### src/rtl/unidade_controlo.sv
// Control unit of the LSDi 8-bit teaching processor: PC, instruction register,
// register file, accumulator, zero flag and I/O ports, sequenced FETCH/EXECUTE.
module unidade_controlo (
  input  logic       clock,
  input  logic       reset,
  input  logic       arranque,
  input  logic [7:0] dado,
  input  logic [7:0] entrada,
  output logic [4:0] endereco,
  output logic [7:0] saida,
  output logic       saida_valida,
  output logic       parado
);

  typedef enum logic [1:0] {IDLE, FETCH, EXECUTE, HALT} state_t;

  state_t     state_reg, state_next;
  logic [4:0] pc_reg, pc_next;
  logic [7:0] ir_reg, ir_next;
  logic [7:0] acc_reg, acc_next;
  logic       z_reg, z_next;
  logic [7:0] saida_reg, saida_next;
  logic       valida_reg, valida_next;
  logic [7:0] rf_reg [8];

  logic       rf_we;
  logic [7:0] rf_wdata;
  logic [2:0] op, rsel;
  logic [1:0] fsel;
  logic [4:0] alvo;
  logic [7:0] rd, soma, dif, dec;

  assign op   = ir_reg[7:5];
  assign rsel = ir_reg[4:2];
  assign fsel = ir_reg[1:0];
  assign alvo = ir_reg[4:0];
  assign rd   = rf_reg[rsel];
  assign soma = acc_reg + rd;
  assign dif  = acc_reg - rd;
  assign dec  = rd - 8'd1;

  always_comb begin
    state_next  = state_reg;
    pc_next     = pc_reg;
    ir_next     = ir_reg;
    acc_next    = acc_reg;
    z_next      = z_reg;
    saida_next  = saida_reg;
    valida_next = 1'b0;
    rf_we       = 1'b0;
    rf_wdata    = acc_reg;
    case (state_reg)
      IDLE: begin
        if (arranque) state_next = FETCH;
      end
      FETCH: begin
        ir_next    = dado;
        pc_next    = pc_reg + 5'd1;
        state_next = EXECUTE;
      end
      EXECUTE: begin
        state_next = FETCH;
        case (op)
          3'b000: begin
            case (fsel)
              2'b00: begin acc_next = rd;   z_next = (rd == 8'd0);   end
              2'b01: begin acc_next = soma; z_next = (soma == 8'd0); end
              2'b10: begin acc_next = dif;  z_next = (dif == 8'd0);  end
              default: begin rf_we = 1'b1; rf_wdata = acc_reg; end
            endcase
          end
          3'b001: begin
            rf_we    = 1'b1;
            rf_wdata = dec;
            z_next   = (dec == 8'd0);
          end
          3'b010: begin
            rf_we    = 1'b1;
            rf_wdata = entrada;
          end
          3'b011: begin
            saida_next  = rd;
            valida_next = 1'b1;
          end
          // Jumps overwrite the PC already incremented during FETCH
          3'b100: if (z_reg) pc_next = alvo;
          3'b101: pc_next = alvo;
          3'b110: if (!z_reg) pc_next = alvo;
          default: state_next = HALT;
        endcase
      end
      default: state_next = HALT;
    endcase
  end

  always_ff @(posedge clock) begin
    if (reset) begin
      state_reg  <= IDLE;
      pc_reg     <= 5'd0;
      ir_reg     <= 8'd0;
      acc_reg    <= 8'd0;
      z_reg      <= 1'b0;
      saida_reg  <= 8'h00;
      valida_reg <= 1'b0;
      for (int i = 0; i < 8; i++) rf_reg[i] <= 8'd0;
    end else begin
      state_reg  <= state_next;
      pc_reg     <= pc_next;
      ir_reg     <= ir_next;
      acc_reg    <= acc_next;
      z_reg      <= z_next;
      saida_reg  <= saida_next;
      valida_reg <= valida_next;
      if (rf_we) rf_reg[rsel] <= rf_wdata;
    end
  end

  assign endereco     = pc_reg;
  assign saida        = saida_reg;
  assign saida_valida = valida_reg;
  assign parado       = (state_reg == HALT);

endmodule
### config.mk
export PLATFORM = sky130hd
export DESIGN_NAME = unidade_controlo
export DESIGN_NICKNAME = d
export VERILOG_FILES = /design/src/rtl/unidade_controlo.sv
export SDC_FILE = /design/constraint.sdc
export NUM_CORES = 1
export LEC_CHECK = 0
export BUFFER_PORTS_ARGS = -buffer_cell sky130_fd_sc_hd__clkbuf_2
export CELL_PAD_IN_SITES_DETAIL_PLACEMENT = 0
export CELL_PAD_IN_SITES_GLOBAL_PLACEMENT = 1
export CORE_UTILIZATION = 45
export DETAILED_ROUTE_END_ITERATION = 8
export PLACE_DENSITY_LB_ADDON = 0.1
export SKIP_LAST_GASP = 1
export SLEW_MARGIN = 10
export SYNTH_ARGS = -nofsm -noshare
export SYNTH_HDL_FRONTEND = slang
export SYNTH_SLANG_ARGS = --single-unit
### constraint.sdc
create_clock -name clock -period 7.9 [get_ports clock]
set_clock_uncertainty 0.1 [all_clocks]
set_input_delay 2.37 -clock clock [delete_from_list [all_inputs] [get_ports clock]]
set_output_delay 2.37 -clock clock [all_outputs]
set_load 0.02 [all_outputs]
-- Word level (Yosys, flattened, before mapping)
Memory sizes are Yosys's and may differ from the RTL's. A register that Yosys moved wholly into a read port is not among the register bits.
Index checks and enable logic that the tools add are counted.
- input bits: 19
- output and inout port bits: 15
- word-level logic and storage cells: 74
- RAM bits: 64
- memories kept: 1
- bits in registers: 33
- muxes and demuxes: 26
- bitwise operators: 1
- add/subtract/negate cells: 4
- reduce and logical (&&, ||, !) cells: 19
- eq/ne operators: 16
- memory list (name ; words ; width ; read ports ; clocked after Yosys merged registers in ; wr ports ; line ; source):
    rf_reg ; 8 ; 8 ; 1 ; 1 ; 8 ; 24 ; logic [7:0] rf_reg [8];
- operators by type and width (cell ; number):
    $logic_not A8 Y1 ; 4
    $pmux W8 S3 ; 1
    $mux W8 ; 2
    $pmux W8 S2 ; 1
    $pmux W5 S3 ; 1
    $mux W5 ; 2
    $pmux W5 S2 ; 1
    $eq A3 B3 Y1 const B ; 3
    $mux W1 ; 9
    $mux W3 ; 3
    $add A8 B8 Y8 ; 1
    $reduce_or A8 Y1 ; 1
    $sub A8 B1 Y8 const B ; 1
    $sub A8 B8 Y8 ; 1
    $reduce_or A7 Y1 ; 1
    $eq A2 B2 Y1 const B ; 3
    $eq A3 B2 Y1 const B ; 2
    $ne A3 B3 Y1 const B ; 2
    $pmux W2 S3 ; 1
    $reduce_and A3 Y1 ; 2
    $add A5 B1 Y5 const B ; 1
    $eq A2 B1 Y1 const B ; 2
    $logic_not A2 Y1 ; 2
    $mux W2 ; 2
    14 further kinds ; 17

-- Longest topological paths before layout
Gate-level depths: netlist of the first run.
- depth after elaboration: 10
- mapped depth: 15
- depth with buffers taken out: 13

-- Worst setup path before layout of the first run
OpenSTA, ideal clock, no wires.
- kind: input-to-reg
- start point: input port reset
- end point: memory rf_reg[6][0] (enable)
- slack: 3.813 ns
- stages on the path: 6
- arrival: 3.653 ns
- library setup time: 0.334 ns
- path through: clkbuf_1 -> nor4b_1 -> nor2b_1 -> clkbuf_1 -> nand3_1 -> nand2b_1
- RTL lines (what ; line ; source):
    start, declared ; 5 ; input logic reset,
    end, declared ; 24 ;

==> metrics.yaml, run 1 <==
status: "completed"
fin_area_um2: 6050
wl_per_cell_um: 20.2
postRouteAntennaNets: 0
cts_tree: "done"
worstPathMaxFanout: 16
root_buffer: "clkbuf_16"
cp-end-kind: "flip-flop"
fp-row-count: 40
drt_iter0_markers: 290
num-fill-cells: 1078
avgSynthCellArea_um2: 11.0
worst_pin_slew_ns: 1.16
cts_resized: 0
post_dp_cell_area_um2: 5780
hpwl_mm: 10.3
clock-sinks: 100
cap_violations: 0
die_x_um: 113
power_mw: 1.36
ys.flop_type: "edfxtp_1"
rsz0062_at_grt: "no"
hold_class: "reg -> reg"
synth_largest_area_cell: "edfxtp_1"
vias_per_cell: 5.68
grt_pass1_vias: 3714
fin_setup_tns_ns: 0
area_growth_pct: 8.56
worstSkewPairLatency_ns: 0.36
cp_slowest_cell: "dfxtp_1"
grt_max_degree: 45
initial_core_util_pct: 46.2
top_usage_layer: "met2"
ys_types: 62
finalHoldViolCount: 0
synthTopCellsByArea: "edfxtp_1 (35%), dfxtp_1 (13%), nor2_1 (7.1%), ha_1 (6.3%), mux4_1 (3.8%)"
clk_pin_slew_worst_paths_ns: 0.07
fin_crit_sh_pct: 57.1
routed_wl_mm: 14.1
ys_seq_elements: 100
syn_nets: 557
finalWeightedCongestion: 0.814
antenna_found_initial: 0
ir_drop_v: 0.000156
grt_pass1_wl_mm: 22.0
drv_slew: 0
htreeDepth: 3
async_flop_share_pct: 0
grt.total_usage_pct: 23.6
fp.dieH_um: 113
overflow: 0
synth_top_area_share_pct: 34.5
rr_worst_depth: 10
arrival_ns: 4.68
cts_setup_buffers: 0
path_cells: "mux4_2 -> mux2i_2 -> ha_1 -> nor2b_1 -> o31a_1 -> o31ai_1 -> a21oi_1 -> xnor2_1 -> or4_1 -> a311oi_1"
drc: 0
core_area_um2: 12100
nets: 572
met1_usage_pct: 33.1
met2_usage_pct: 37.5
final-setup-viol-count: 0
grt_util_met3_pct: 4.45
synth_cells: 508
min_period_ns: 4.51
first_pass_iters: 5
syn_area_um2: 5570
ys_seq_area_share_pct: 47.4
largest_reg_flops: 64
port_buffers: 33
p_leak_nw: 2.17
io_pins: 34
powerDensity_nw_per_um2: 225
fp.dieArea_um2: 12800
cp-start-kind: "flip-flop"
crit_type: "reg -> reg"
r2r-end: "z_reg"
synth_edf_count: 64
clockBufferDepth: 2
maxSlewHeadroom_pct: 22.3
ff2ff_setup_slack_ns: 3.39
drive_gt1_share_pct: 14.6
cp.required_ns: 8.07
final_cell_mix: "nor2_1 (105), edfxtp_1 (64), dfxtp_1 (36), clkbuf_2 (33), ha_1 (28)"
crit_end: "z_reg"
ctsHoldBuffers: 0
antennaDiodeCount: 0
ys.warnings.count: 0
fmax_mhz: 222
final_common_cell: "nor2_1"
crit_path_max_incr_delay_ns: 0.95
num_vias: 3955
cts_buffers: 9
[final cells by class]
type	count	area, µm²	area share, %
inverters	18	67.6	1.12
clock inverters	5	38.8	0.641
multi-input cells	360	2680	44.4
flip-flops and latches	100	2640	43.7
well taps	168	210	3.48
repair buffers	34	173	2.86
clock buffers	11	233	3.85
[synth_stat cells (8+ instances only)]
library cell,instances
o21ai_0,11
edfxtp_1,64
mux4_1,8
clkbuf_1,22
dfxtp_1,36
a211oi_1,15
nor2_2,8
nor2_1,105
nand2b_1,12
mux4_2,8
a21oi_1,17
xnor2_1,12
mux2i_1,11
nand2_1,22
inv_1,16
ha_1,28
nor3_1,8
a22oi_1,8
[kinds of logic (layout without fill, tap and decap cells)]
kind of cell / after synthesis / in the layout / synth area share, %
AO/OA/AOI/OAI: 83 / 83 / 10.7
XOR/XNOR: 17 / 17 / 2.67
adder cells (fa/ha/maj): 30 / 30 / 7.01
buffers and inverters: 48 / 68 / 4.40
flip-flops: 100 / 100 / 47.4
multiplexers: 33 / 33 / 11.1
AND/OR/NAND/NOR: 197 / 197 / 16.7
[stage by stage]
stage	worst slack, ns	util [%]	hold slack, ns	cells
2_1_floorplan	3.81	-	0.371	508
3_3_place_gp	3.43	47.9	0.392	680
3_5_place_dp	3.28	47.9	0.391	680
4_1_cts	3.40	50.1	0.400	696
5_1_grt	3.08	50.1	0.424	696
6_report	3.39	50.1	0.399	696
[critical path: cells and delay by family (launching register included)]
kind / cells / cell delay (ns)
AO/OA/AOI/OAI: 4 / 0.88
XOR/XNOR: 1 / 0.15
AND/OR/NAND/NOR: 2 / 0.67
multiplexers: 2 / 1.27
flip-flops: 1 / 0.95
adder cells (fa/ha/maj): 1 / 0.37
[per-layer routing]
metal	up-vias	routed length (µm)
met3	14	671
met5	-	0
li1	1877	-
met4	0	157
met1	1960	6650
met2	104	6590
[power by group]
group | internal [mW] | total (mW) | switching, mW | leakage, nW
Sequential | 0.581 | 0.616 | 0.0359 | 0.954
Clock | 0.216 | 0.415 | 0.200 | 0.130
Combinational | 0.128 | 0.328 | 0.199 | 1.09
[how the worst min path moves through the flow]
stage	start	to	slack, ns	cells past startpoint
after floorplan	acc_reg[3]	acc_reg[3]	0.37	2
after global placement	saida[4]	saida[4]	0.39	2
after detailed placement	saida[6]	saida[6]	0.39	2
after CTS	saida[6]	saida[6]	0.40	2
after global routing	saida[6]	saida[6]	0.42	2
final	saida[6]	saida[6]	0.40	2
(Power assumes the default switching activity.)
==> inputs of run 2 (changes only) <==
Settings changed: ABC_AREA set to 1, CORE_UTILIZATION 45 to 42.
Clock period 7.9 ns to 4.1 ns, I/O delays scaled along.
==> run 2 against run 1 <==
Effect of this change: global-route usage up 0.89 points; total power up 140%; sequential power up 95%; hold slack better by 0.022 ns; register-to-register slack worse by 2.5 ns; combinational power rose to 3.2 times the previous value; setup slack worse by 2.5 ns; critical path type unchanged; critical endpoint unchanged; largest power group unchanged; highest routed layer unchanged.
==> metrics.yaml, run 2 <==
cts_buffers: 9
grt_max_degree: 39
antennaDiodeCount: 0
num-fill-cells: 1328
fin_crit_sh_pct: 79.1
cts_tree: "done"
synth.most_common_cell: "nand2_1"
maxSlewHeadroom_pct: 45.7
synth_cells: 758
crit_type: "reg -> reg"
ys.warnings.count: 0
core_area_um2: 13500
drv_slew: 0
worstPathMaxFanout: 38
fp-row-count: 42
die_x_um: 121
hold_class: "reg -> reg"
wl_per_cell_um: 17.5
final_cell_mix: "nand2_1 (166), nor2_1 (94), inv_1 (87), a21oi_1 (80), edfxtp_1 (64)"
finalHoldViolCount: 0
arrival_ns: 3.43
multi_input_area_um2: 2740
p_sw_mw: 1.20
clock-sinks: 100
postRouteAntennaNets: 0
ys_seq_elements: 100
ir_drop_v: 0.000258
fin_ws_ns: 0.856
routed_wl_mm: 16.9
avgSynthCellArea_um2: 7.80
nets: 832
cp.required_ns: 4.29
first_pass_iters: 5
synth_largest_area_cell: "edfxtp_1"
antenna_found_initial: 0
switching_share_pct: 37.0
htreeDepth: 3
ys_types: 41
ys_seq_area_share_pct: 44.7
fp.dieH_um: 121
port_buffers: 33
synthTopCellsByArea: "edfxtp_1 (32%), dfxtp_1 (12%), nand2_1 (11%), a21oi_1 (6.8%), nor2_1 (6.0%)"
cts_setup_buffers: 0
drive_gt1_share_pct: 10.8
overflow: 0
ff2ff_setup_slack_ns: 0.86
worst_pin_slew_ns: 0.812
hpwl_mm: 12.6
num_vias: 5130
p_leak_nw: 2.82
synth_top_area_share_pct: 32.5
area_growth_pct: 10.4
hold_slack_ns: 0.421
syn_nets: 807
cp_slowest_cell: "fa_1"
min_period_ns: 3.24
ys.flop_type: "edfxtp_1"
fin_setup_tns_ns: 0
vias_per_cell: 5.32
p_clk_share_pct: 30.1
worstSkewPairLatency_ns: 0.35
root_buffer: "clkbuf_16"
io_pins: 34
finalWeightedCongestion: 0.889
fmax_mhz: 308
fp.dieArea_um2: 14600
cp-start-kind: "flip-flop"
status: "completed"
path_cells: "buf_4 -> nor2_1 -> nor2_1 -> nand2_1 -> nand3_1 -> nand2_1 -> inv_2 -> ha_1 -> inv_1 -> fa_1 -> nand3_1 -> nand2_1 -> xor2_1 -> nand3_1 -> nor2_1 -> nand3_1 -> nand2_1 -> nand2_1 -> a21oi_1 -> nor2_1 -> nor2_1"
rsz0062_at_grt: "no"
final_common_cell: "nand2_1"
async_flop_share_pct: 0
cap_violations: 0
largest_reg_flops: 64
syn_area_um2: 5910
drt_iter0_markers: 461
cp-end-kind: "flip-flop"
detailedPlace.worstSlack_ns: 0.871
grt_pass1_wl_mm: 26.6
seq_area_um2: 2640
utilization_pct: 48.3
drc: 0
power_mw: 3.24
initial_core_util_pct: 43.8
final-setup-viol-count: 0
grt_pass1_vias: 4844
cts_resized: 0
synth_commonest_cells: "nand2_1 (166), nor2_1 (94), inv_1 (87), a21oi_1 (80), edfxtp_1 (64)"
p_int_mw: 2.04
grt.total_usage_pct: 24.5
clockBufferDepth: 2
synth_edf_count: 64
seqPwrFrac_pct: 37.1
crit_path_max_incr_delay_ns: 0.42
ctsHoldBuffers: 0
powerDensity_nw_per_um2: 496
clk_pin_slew_worst_paths_ns: 0.07
p_comb_share_pct: 32.8
==> run 2: changes by cell type in the layout (fill, tap and decap cells not counted), sizes merged, moves of 17 or more <==
cell   delta
a21oi    +63
inv      +83
mux2i    -17
nand2   +152
nand3    +49
o21ai    +38
==> run 2: cell type report <==
cell class,instances,area share (%)
flip-flops and latches,100,40.5
clock buffers,12,4.10
clock inverters,4,1.21
inverters,102,5.87
well taps,176,3.37
multi-input cells,533,42.0
repair buffers,37,2.99
==> run 2: power by group through the flow <==
stage	sequential [mW]	combinational (mW)	clock (mW)
CTS	1.20	1.05	0.989
floorplan	1.22	0.771	0
global route	1.21	1.19	1.03
finish	1.20	1.06	0.975
detailed placement	1.22	1.05	0
global placement	1.22	1.04	0
==> run 2: critical path: cells and delay by family, from the launching register on <==
kind / cells / cell delay (ns)
xor+xnor: 1 / 0.19
simple gates: 14 / 1.20
compound gates: 1 / 0.13
flops: 1 / 0.35
buf+inv: 3 / 0.61
fa+ha+maj: 2 / 0.60
==> run 2: metrics by stage <==
step / cell area (µm²) / instances
after floorplan: 5910 / 758
after global placement: 6180 / 948
after detailed placement: 6180 / 948
after CTS: 6530 / 964
after global routing: 6530 / 964
final: 6530 / 964
==> run 2: path summary, 6_finish.rpt <==
check | start | to | cells past startpoint
worst max-delay path | flip-flop | z_reg | 21
worst min-delay path | acc_reg[6] | acc_reg[6] | 2
worst max register to register | flip-flop | z_reg | 21
worst min register to register | acc_reg[6] | acc_reg[6] | 2
==> run 2: cells by family (layout without fill, tap and decap cells) <==
family          count (synthesis)  count (layout)  synth area share [%]
simple gates                  346             346                  24.7
flops                         100             100                  44.7
compound gates                148             148                  13.7
buf+inv                       125             155                  8.99
fa+ha+maj                      30              30                  6.60
xor+xnor                        9               9                  1.33
==> run 2: per-layer routing <==
layer	vias up	GRT usage, %	share of wire (%)
met5	-	0	0
met4	0	7.02	1.6
met3	26	4.15	4.9
met2	133	40.6	48
met1	2435	32.7	45
li1	2536	-	-
==> inputs of run 3 (changes only) <==
Settings changed: ABC_AREA 1 to 0, CORE_UTILIZATION 42 to 45.
Clock period 4.1 ns to 3.2 ns, I/O delays scaled along.
==> run 3 against run 2 <==
Effect of this change: largest cell class unchanged; cell count decreased by 21%; setup slack worse by 1.1 ns; via count is 20% lower; critical path type unchanged; combinational power is 4% higher; critical path depth shrank 9; largest power group unchanged; non-clock buffer count is 65 higher; count of clock-buffer cells in the layout decreased by 3; sequential cell count unchanged; routed wire length down 17%; clock power increased by 18%; total power up 16%; the flow now finishes with violations (setup timing).
==> metrics.yaml, run 3 (synthesis gave the netlist of run 1 again) <==
finalWeightedCongestion: 0.862
hpwl_mm: 10.4
antenna_found_initial: 0
power_mw: 3.74
overflow: 0
die_x_um: 113
p_int_mw: 2.57
hold_class: "reg -> reg"
post_dp_cell_area_um2: 6260
wl_per_cell_um: 18.3
core_area_um2: 12100
postRouteAntennaNets: 0
clk_pin_slew_worst_paths_ns: 0.07
path_buf_inv: 3
cap_violations: 0
crit_type: "reg -> reg"
worstPathMaxFanout: 4
fmax_mhz: 292
min_period_ns: 3.43
p_leak_nw: 2.54
finalHoldViolCount: 0
detailedPlace.worstSlack_ns: -0.334
cp_slowest_cell: "mux4_2"
fin_area_um2: 6770
worstSkewPairLatency_ns: 0.36
nets: 640
seqPwrFrac_pct: 40.0
p_clk_share_pct: 30.6
root_buffer: "clkbuf_16"
cp.required_ns: 3.36
fp-row-count: 40
maxSlewHeadroom_pct: 48.5
num_vias: 4117
clock-sinks: 100
cp-end-kind: "flip-flop"
p_comb_share_pct: 29.4
vias_per_cell: 5.39
path_cells: "buf_6 -> mux4_2 -> mux2i_4 -> inv_2 -> ha_4 -> inv_2 -> fa_1 -> nor3b_2 -> nand4_1 -> or3_1 -> or4_1 -> a311oi_1"
fp.dieArea_um2: 12800
grt_pass1_vias: 4034
worst_path_most_repeated_cell: "inv_2"
ir_drop_v: 0.000339
drt_iter0_markers: 218
final_common_cell: "nor2_1"
cts_buffers: 9
grt.total_usage_pct: 23.0
first_pass_iters: 4
fin_ws_ns: -0.226
area_growth_pct: 21.5
drc: 0
fp.dieH_um: 113
hp-start: "saida[0]"
fin_setup_tns_ns: -0.281
path_delay_family: "simple AND/OR/NAND/NOR gates"
final-setup-viol-count: 3
crit_path_max_incr_delay_ns: 0.52
switching_share_pct: 31.5
powerDensity_nw_per_um2: 553
initial_core_util_pct: 46.2
rsz0062_at_grt: "yes"
status: "finished with violations"
io_pins: 34
htreeDepth: 3
drv_slew: 0
largest_reg_flops: 64
cts_tree: "done"
port_buffers: 33
routed_wl_mm: 14.0
cp-start-kind: "flip-flop"
grt_pass1_wl_mm: 21.9
fin_crit_sh_pct: 107
p_sw_mw: 1.18
utilization_pct: 56.1
clockBufferDepth: 2
antennaDiodeCount: 0
grt_max_degree: 44
drive_gt1_share_pct: 29.2
arrival_ns: 3.59
worst_pin_slew_ns: 0.767
final_cell_mix: "nor2_1 (105), edfxtp_1 (64), buf_4 (63), dfxtp_1 (34), clkbuf_2 (33)"
violations: "setup timing"
==> run 3: cell types whose count changed in the layout (fill, tap and decap cells not counted), sizes merged, moves of 6 or more <==
cell	delta
a211oi	+14
a21oi	-63
a22oi	+6
buf	+65
inv	-81
mux2i	+17
mux4	+16
nand2	-152
nand2b	+12
nand3	-49
nor2	+16
o21ai	-38
xnor2	+10
==> run 3: through the flow <==
| step | hold WS, ns | std cells |
|---|---|---|
| detailed placement | 0.391 | 743 |
| floorplan | 0.371 | 508 |
| global placement | 0.388 | 743 |
| global route | 0.418 | 764 |
| CTS | 0.401 | 761 |
| finish | 0.398 | 764 |
==> run 3: final cells by class <==
class | count | area [µm²]
fill | 1076 | 5290
multi-input combinational | 360 | 2820
sequential | 100 | 2650
timing repair buffer | 102 | 714
clock buffer | 9 | 225
tap | 168 | 210
clock inverter | 7 | 82.6
inverter | 18 | 67.6
==> run 3: routing by layer <==
layer / vias up / GRT usage (%) / part of all wire (%)
met4: 0 / 9.12 / 1.8
met5: - / 0 / 0
met1: 2013 / 31.8 / 47
met3: 16 / 3.27 / 3.7
li1: 2005 / - / -
met2: 83 / 36.8 / 47
==> run 3: power by group through the flow <==
stage	Clock (mW)	Combinational [mW]	Sequential, mW
finish	1.15	1.10	1.50
global route	1.21	1.18	1.51
CTS	1.16	1.04	1.50
detailed placement	0	0.999	1.52
global placement	0	0.991	1.52
floorplan	0	0.652	1.50
==> run 3: timing repair <==
item                                    4_1_cts  5_1_grt
pin swaps                                     7        7
hold buffers                                  0        0
setup buffers                                 2        3
resized for setup                            17       21
endpoints found under the setup margin       13       26
==> run 3: path summary, 6_finish.rpt <==
| path | endpoint | slack [ns] | cells past startpoint |
|---|---|---|---|
| max | z_reg | -0.23 | 12 |
| min | saida[0] | 0.40 | 2 |
| min reg2reg | saida[0] | 0.40 | 2 |
| max reg2reg | z_reg | -0.23 | 12 |
==> run 3: tightest hold or removal path, delay by kind of cell, from the launching register on <==
kind | cells | cell delay [ns]
AO/OA/AOI/OAI | 1 | 0.05
flip-flops | 1 | 0.31
AND/OR/NAND/NOR | 1 | 0.09
